<file path="config.mk">
export PLATFORM = sky130hd
export DESIGN_NAME = vram_write_queue_m
export DESIGN_NICKNAME = d
export VERILOG_FILES = /design/src/rtl/vram_write_queue_m.sv
export SDC_FILE = /design/constraint.sdc
export NUM_CORES = 1
export LEC_CHECK = 0
export ABC_AREA = 1
export CORE_UTILIZATION = 62
export CTS_CLUSTER_DIAMETER = 40
export CTS_CLUSTER_SIZE = 12
export DETAILED_ROUTE_END_ITERATION = 6
export PLACE_DENSITY_LB_ADDON = 0.25
export SLEW_MARGIN = 10
export SYNTH_ARGS = -nofsm -noshare
export SYNTH_HDL_FRONTEND = slang
export SYNTH_SLANG_ARGS = --single-unit
export TNS_END_PERCENT = 20
</file>
<file path="constraint.sdc">
create_clock -name clk_12_5875 -period 8.2 [get_ports clk_12_5875]
set_input_delay 1.64 -clock clk_12_5875 [delete_from_list [all_inputs] [get_ports clk_12_5875]]
set_output_delay 1.64 -clock clk_12_5875 [all_outputs]
set_load 0.01 [all_outputs]
</file>
<file path="src/rtl/vram_write_queue_m.sv">
// CPU-to-GPU VRAM write queue: buffers writes in a FIFO and replays them only during vblank.
// Optional macro VRAM_WQ_COALESCE_EN merges a write into the still-queued tail entry on address match.

`ifndef VRAM_ADDR_WIDTH
`define VRAM_ADDR_WIDTH 16
`endif

module vram_write_queue_m #(
  parameter int unsigned ADDR_WIDTH = `VRAM_ADDR_WIDTH,
  parameter int unsigned DEPTH      = 16
) (
  input  logic                      clk_12_5875,
  input  logic                      rst,
  input  logic                      cpu_wr_valid,
  output logic                      cpu_wr_ready,
  input  logic [ADDR_WIDTH-1:0]     cpu_addr,
  input  logic [7:0]                cpu_data,
  input  logic                      vblank,
  output logic                      gpu_wr_en,
  output logic [ADDR_WIDTH-1:0]     gpu_address,
  output logic [7:0]                gpu_data,
  output logic [$clog2(DEPTH):0]    count,
  output logic                      overflow
);

  localparam int unsigned PW = $clog2(DEPTH);
  localparam int unsigned CW = PW + 1;

  typedef enum logic {StIdle, StDrain} state_e;

  state_e                state_q, state_d;
  logic [PW-1:0]         rd_ptr_q, rd_ptr_d;
  logic [PW-1:0]         wr_ptr_q, wr_ptr_d;
  logic [CW-1:0]         count_q, count_d;
  logic                  overflow_q, overflow_d;
  logic                  gpu_wr_en_q, gpu_wr_en_d;
  logic [ADDR_WIDTH-1:0] gpu_address_q, gpu_address_d;
  logic [7:0]            gpu_data_q, gpu_data_d;

  logic [ADDR_WIDTH-1:0] mem_addr_q [DEPTH];
  logic [7:0]            mem_data_q [DEPTH];

  logic                  ready;
  logic                  push;
  logic                  pop;
  logic                  coalesce;
  logic                  alloc;
  logic [PW-1:0]         mem_waddr;

  assign ready = (count_q != CW'(DEPTH));
  assign push  = cpu_wr_valid && ready;
  // Pop decision uses registered count, so a freshly enqueued entry waits one cycle.
  assign pop   = (state_q == StDrain) && vblank && (count_q != '0);

`ifdef VRAM_WQ_COALESCE_EN
  logic [PW-1:0] last_ptr;
  assign last_ptr = wr_ptr_q - PW'(1);
  // The tail is still queued whenever the FIFO is non-empty; skip it if it leaves this cycle.
  assign coalesce = push && (count_q != '0) && (mem_addr_q[last_ptr] == cpu_addr) &&
                    !(pop && (count_q == CW'(1)));
  assign mem_waddr = coalesce ? last_ptr : wr_ptr_q;
`else
  assign coalesce  = 1'b0;
  assign mem_waddr = wr_ptr_q;
`endif

  assign alloc = push && !coalesce;

  always_comb begin
    state_d       = state_q;
    rd_ptr_d      = rd_ptr_q;
    wr_ptr_d      = wr_ptr_q;
    count_d       = count_q;
    overflow_d    = overflow_q | (cpu_wr_valid && !ready);
    gpu_wr_en_d   = pop;
    gpu_address_d = gpu_address_q;
    gpu_data_d    = gpu_data_q;

    if (alloc) begin
      wr_ptr_d = wr_ptr_q + PW'(1);
    end
    if (pop) begin
      rd_ptr_d      = rd_ptr_q + PW'(1);
      gpu_address_d = mem_addr_q[rd_ptr_q];
      gpu_data_d    = mem_data_q[rd_ptr_q];
    end

    unique case ({alloc, pop})
      2'b10:   count_d = count_q + CW'(1);
      2'b01:   count_d = count_q - CW'(1);
      default: count_d = count_q;
    endcase

    unique case (state_q)
      StIdle: begin
        if (vblank && (count_q != '0)) begin
          state_d = StDrain;
        end
      end
      StDrain: begin
        if (!vblank || (pop && !alloc && (count_q == CW'(1)))) begin
          state_d = StIdle;
        end
      end
      default: state_d = StIdle;
    endcase
  end

  always_ff @(posedge clk_12_5875 or posedge rst) begin
    if (rst) begin
      state_q       <= StIdle;
      rd_ptr_q      <= '0;
      wr_ptr_q      <= '0;
      count_q       <= '0;
      overflow_q    <= 1'b0;
      gpu_wr_en_q   <= 1'b0;
      gpu_address_q <= '0;
      gpu_data_q    <= '0;
    end else begin
      state_q       <= state_d;
      rd_ptr_q      <= rd_ptr_d;
      wr_ptr_q      <= wr_ptr_d;
      count_q       <= count_d;
      overflow_q    <= overflow_d;
      gpu_wr_en_q   <= gpu_wr_en_d;
      gpu_address_q <= gpu_address_d;
      gpu_data_q    <= gpu_data_d;
    end
  end

  // Storage needs no reset: pointers and count define which entries are live.
  always_ff @(posedge clk_12_5875) begin
    if (push) begin
      mem_addr_q[mem_waddr] <= cpu_addr;
      mem_data_q[mem_waddr] <= cpu_data;
    end
  end

  assign cpu_wr_ready = ready;
  assign gpu_wr_en    = gpu_wr_en_q;
  assign gpu_address  = gpu_address_q;
  assign gpu_data     = gpu_data_q;
  assign count        = count_q;
  assign overflow     = overflow_q;

endmodule

</file>
==> flow_metrics.py, run 1 <==
metrics = {
    "timing": {
        "min_period_ps": 3680,
        "finalHoldViolCount": 0,
        "rsz0062_at_grt": "no",
        "tns_ps": 0,
        "tightest_slew_ps": 1150,
        "fmax_mhz": 272,
        "period_share_pct": 44.9,
        "setup_ws_ps": 4520,
        "slew_headroom_pct": 23.2,
        "timing.clock.skew_ps": 13.7,
        "slew_violations": 0,
        "setup_violations": 0,
    },
    "floorplan": {
        "start_util_pct": 63.5,
        "ios": 60,
        "die_w_um": 168,
        "fp.dieArea_mm2": 0.0284,
        "placementRows": 60,
        "die_h_um": 168,
        "core_area_mm2": 0.0270,
    },
    "logic_synthesis": {
        "ys_ff_latch": 424,
        "ys_top_cells_by_area": "edfxtp_1 (67%), nand2_1 (13%), nand3_1 (7.6%), dfrtp_1 (5.8%), buf_2 (1.4%)",
        "ys_types": 27,
        "synthTopCellsByCount": "nand2_1 (593), edfxtp_1 (384), nand3_1 (262), buf_2 (47), dfrtp_1 (40)",
        "postSynthCellCount": 1459,
        "synth_top_cell_area_share_pct": 67.2,
        "syn_avg_cell_area_um2": 11.8,
        "synth_most_common_cell": "nand2_1",
        "netlist.top_cell.by_area": "edfxtp_1",
        "synthFlopType": "edfxtp_1",
        "ys_warn_count": 0,
        "async_flop_share_pct": 9.43,
        "synth_nets": 1497,
        "ys_seq_area_share_pct": 73.0,
        "synth_edf_count": 384,
        "syn_area_mm2": 0.0172,
    },
    "drt": {
        "drc": 0,
        "routedWlPerCell_um": 20.5,
        "drt_iter0_drc": 1133,
        "routed_wl_mm": 38.2,
        "num_vias": 11000,
        "vias_per_cell": 5.91,
        "ant_nets": 0,
        "first_pass_iters": 5,
    },
    "global_routing": {
        "grt_remaining_overflow": 0,
        "grt_pass1_vias": 10700,
        "track_usage_pct": 27.7,
        "antenna_found_initial": 0,
        "grt_pass1_wl_mm": 59.0,
        "grt_max_degree": 92,
    },
    "power_and_ir_drop": {
        "leakage_nw": 7.33,
        "power_density_mw_per_mm2": 368,
        "ir_drop_mv": 0.207,
    },
    "finish": {
        "diodes": 0,
        "area_growth_pct": 13.3,
        "final_nets": 1534,
        "drive_above_1_share_pct": 6.94,
    },
    "worst_setup_path": {
        "required_ps": 6560,
        "critPathKind": "reg -> out",
        "crit_arrival_ps": 2040,
        "critPathMaxFanout": 5,
        "worst_setup_path_start_kind": "register",
        "endpoint_kind": "primary output",
    },
    "cts": {
        "root_buffer": "clkbuf_16",
        "cts_tree": "done",
        "cts_buffers": 48,
        "htreeDepth": 2,
        "cts_setup_buffers": 0,
        "ctsResizeCount": 0,
        "hold_buffers": 0,
        "numClockSinks": 424,
        "clk_latency_ps": 540,
        "clkTransAtPathRegs_ps": 50,
        "clockBufferDepth": 3,
    },
    "place": {
        "gp_congestion": 0.853,
        "pre_cts_slack_ps": 4110,
        "io_buffers": 59,
        "hpwl_mm": 20.6,
    },
    "outcome": {
        "outcome": "completed",
    },
    "job": {
        "maxCapViolations": 0,
    },
    "min_path": {
        "min_path_type": "reg -> reg",
    },
}
## critical path, cell delays in order (launching register included)
cell,delay [ps]
dfrtp_1,430
inv_1,120
ha_1,240
nand3_1,160
clkdlybuf4s50_1,560
## per-stage QoR
| stage | utilization, % | instance area [um^2] | total power, mW | hold WS, ps | cells |
|---|---|---|---|---|---|
| after floorplan | - | 17200 | 4.34 | 501 | 1459 |
| after global placement | 66.1 | 17900 | 4.99 | 462 | 1787 |
| after detailed placement | 66.1 | 17900 | 5.04 | 461 | 1787 |
| after CTS | 72.0 | 19500 | 7.17 | 476 | 1869 |
| after global routing | 72.0 | 19500 | 7.51 | 499 | 1869 |
| final | 72.0 | 19500 | 7.17 | 468 | 1869 |
## state kept, by name, summed over array words and instances, names as in the netlist
signal and flops:
gpu_address 16, count 5, mem_waddr 4, mem_addr_q 256
state_q 1, overflow 1, gpu_data 8, gpu_wr_en 1
mem_data_q 128, rd_ptr_q 4
## layout by cell type, fill, tap and decap left out
cell type,count
a21oi_1,21
buf_4,10
bufinv_16,6
clkbuf_1,10
clkbuf_16,49
clkbuf_8,4
clkdlybuf4s50_1,59
clkinv_1,3
clkinv_2,5
clkinv_4,2
clkinvlp_4,1
dfrtp_1,38
dfrtp_2,1
dfrtp_4,1
edfxtp_1,384
ha_1,10
inv_1,17
inv_2,4
inv_4,1
inv_6,2
nand2_1,593
nand2_2,1
nand3_1,262
nand3_2,1
nand3_4,1
nand4_1,2
nor2_1,4
nor2_4,17
o211ai_1,1
o21ai_0,5
o21bai_1,1
o22ai_1,1
xnor2_1,2
xor2_1,9
## final cells by class
class                      instances  area, um^2
fill                            1766        7570
timing repair buffer              69         666
tap                              341         427
sequential                       424       12500
clock inverter                    19         259
clock buffer                      63        1320
inverter                          22        85.1
multi-input combinational        931        4160
## power breakdown
| part | internal (mW) | total, mW | leakage (nW) | switching [mW] |
|---|---|---|---|---|
| Clock | 1.32 | 2.12 | 0.771 | 0.803 |
| Sequential | 2.66 | 2.82 | 3.96 | 0.164 |
| Combinational | 0.665 | 2.22 | 2.60 | 1.56 |
## cells by family after synthesis
kind of cell               Yosys count  share of synthesized area, %
and+or+nand+nor                    881                          21.4
DFF                                424                          73.0
buffers and inverters              104                          3.44
AOI/OAI and AO/OA                   29                         0.882
xor gates and xnor gates            11                         0.561
adders and majority gates           10                         0.729
## final timing paths
check | from | to | slack [ps] | cells after the start
setup / recovery | count[0] | cpu_wr_ready | 4520 | 4
hold / removal | overflow | overflow | 470 | 1
setup reg to reg | rd_ptr_q[0] | gpu_data[3] | 4770 | 10
hold reg to reg | overflow | overflow | 470 | 1
max in group asynchronous | rst | rd_ptr_q[0] | 5900 | 2
min in group asynchronous | rst | gpu_address[8] | 1630 | 2
## routing by layer
metal / up-vias / wire, um / global-route usage (%)
li1: 5096 / - / -
met1: 5343 / 15700 / 38.1
met2: 526 / 18400 / 45.3
met3: 82 / 3200 / 4.37
met4: 0 / 1010 / 10.0
met5: - / 0 / 0
Note: power is estimated with default switching activity, not from simulation.
==> inputs of run 2 (changes only) <==
Settings changed: CORE_UTILIZATION 62 to 61.
Clock period 8.2 ns to 3.5 ns, I/O delays scaled along.
==> run 2 against run 1 <==
Compared with the run above:
- power up 130%
- sequential power up 130%
- routed wire length up 4.3%
- sequential share of layout area down 0.24 points
- die area up 1.6%
- non-clock buffer count up 10
- hold slack better by 4.6 ps
- first-iteration DRC count up 35%
- via count up 1.3%
- sequential cell count unchanged
- largest power group unchanged
==> flow_metrics.py, run 2 (synthesized netlist as in run 1, its figures left out) <==
metrics = {
    "timing": {
        "setup_violations": 0,
        "tightest_slew_ps": 1110,
        "slew_headroom_pct": 26.0,
        "min_period_ps": 2730,
        "fmax_mhz": 366,
        "rsz0062_at_grt": "no",
        "whs_ps": 472,
        "timing.clock.skew_ps": 14.3,
        "period_share_pct": 78.1,
        "tns_ps": 0,
        "finalHoldViolCount": 0,
        "slew_violations": 0,
    },
    "finish": {
        "area_growth_pct": 13.8,
        "regArea_mm2": 0.0125,
        "regMostFlops": "mem_addr_q",
        "diodes": 0,
        "n_fill_cell": 1823,
        "fin_cells": 1914,
        "drive_above_1_share_pct": 7.42,
        "layout_commonest_cell": "nand2_1",
        "final_nets": 1544,
        "multi_input_area_mm2": 0.00416,
        "largest_reg_flops": 256,
        "layout_common_cells": "nand2_1 (593), edfxtp_1 (384), nand3_1 (262)",
    },
    "place": {
        "gp_congestion": 0.892,
        "dp.cells": 1834,
        "io_buffers": 59,
        "hpwl_mm": 23.9,
    },
    "cts": {
        "clockBufferDepth": 3,
        "hold_buffers": 0,
        "clk_latency_ps": 540,
        "cts_setup_buffers": 0,
        "cts_buffers": 48,
        "numClockSinks": 424,
        "ctsResizeCount": 0,
        "cts_tree": "done",
        "clkTransAtPathRegs_ps": 50,
        "root_buffer": "clkbuf_16",
        "htreeDepth": 2,
    },
    "drt": {
        "routedWlPerCell_um": 20.8,
        "vias_per_cell": 5.85,
        "ant_nets": 0,
        "drc": 0,
        "drt_iter0_drc": 1534,
        "routed_wl_mm": 39.9,
        "first_pass_iters": 6,
        "num_vias": 11200,
    },
    "worst_setup_path": {
        "worst_setup_path_start_kind": "register",
        "reg2reg_slack_ps": 830,
        "crit_chain": "inv_1 -> ha_1 -> nand3_1 -> clkdlybuf4s50_1",
        "critPathKind": "reg -> out",
        "crit_arrival_ps": 2030,
        "required_ps": 2800,
        "crit_path_max_incr_delay_ps": 550,
        "startpoint": "count[0]",
        "crit_slowest_cell": "clkdlybuf4s50_1",
        "critPathMaxFanout": 5,
        "endpoint": "cpu_wr_ready",
        "reg2reg_depth": 7,
        "endpoint_kind": "primary output",
        "r2r-end": "mem_addr_q[10][15]",
        "rr_startpoint": "count[0]",
    },
    "floorplan": {
        "die_h_um": 170,
        "ios": 60,
        "start_util_pct": 62.0,
        "die_w_um": 170,
        "placementRows": 61,
        "fp.dieArea_mm2": 0.0288,
        "core_area_mm2": 0.0277,
    },
    "outcome": {
        "outcome": "completed",
    },
    "global_routing": {
        "grt_max_degree": 195,
        "grt_pass1_wl_mm": 60.0,
        "grt_pass1_vias": 10400,
        "grt_remaining_overflow": 0,
        "track_usage_pct": 28.1,
        "antenna_found_initial": 1,
    },
    "job": {
        "maxCapViolations": 0,
    },
    "power_and_ir_drop": {
        "ir_drop_mv": 0.455,
        "power_density_mw_per_mm2": 856,
        "leakage_nw": 7.34,
    },
    "min_path": {
        "min_path_type": "reg -> reg",
    },
}
[run 2: changes by cell type in the layout (fill, tap and decap cells not counted)]
cell        previous run  this run
buf_4                 10        18
clkinv_1               3         6
buf_12                 0         2
clkinvlp_4             1         5
clkinv_2               5         2
clkbuf_1              10         7
bufinv_16              6         3
[run 2: worst min path at each step]
stage	startpoint	endpoint	slack (ps)	cells past startpoint
floorplan	mem_waddr[2]	mem_waddr[2]	500	1
global placement	gpu_address[11]	gpu_address[11]	460	2
detailed placement	gpu_data[6]	gpu_data[6]	460	2
CTS	overflow	overflow	480	1
global route	overflow	overflow	480	1
finish	gpu_address[8]	gpu_address[8]	470	2
[run 2: per-stage QoR]
step | util [%] | setup WS, ps | instance area [um^2] | total power, mW
finish | 70.5 | 767 | 19500 | 16.7
global route | 70.5 | 663 | 19500 | 17.5
CTS | 70.5 | 762 | 19500 | 16.7
detailed placement | 65.1 | 608 | 18000 | 11.9
global placement | 65.1 | 700 | 18000 | 11.8
floorplan | - | 768 | 17200 | 10.2
[run 2: area by class of cell]
| class | instances | area share [%] |
|---|---|---|
| clock buffers | 60 | 6.70 |
| clock inverters | 20 | 1.00 |
| inverters | 22 | 0.436 |
| multi-input cells | 931 | 21.3 |
| flip-flops and latches | 424 | 64.2 |
| well taps | 378 | 2.42 |
| repair buffers | 79 | 3.92 |
[run 2: report_power, final]
part | leakage [nW] | switching [mW] | internal, mW
registers | 3.96 | 0.336 | 6.23
logic | 2.66 | 3.81 | 1.61
clock network | 0.719 | 1.87 | 2.85
[run 2: critical path: cells and delay by family (launching register included)]
family,cells,cell delay (ps)
DFF,1,430
buffers and inverters,2,670
adders and majority gates,1,250
and+or+nand+nor,1,150
[run 2: metal layers]
layer / global-route usage (%) / share of wire (%)
met1: 43.6 / 41
met2: 42.1 / 46
met3: 5.20 / 11
met4: 5.64 / 1.4
met5: 0 / 0.033
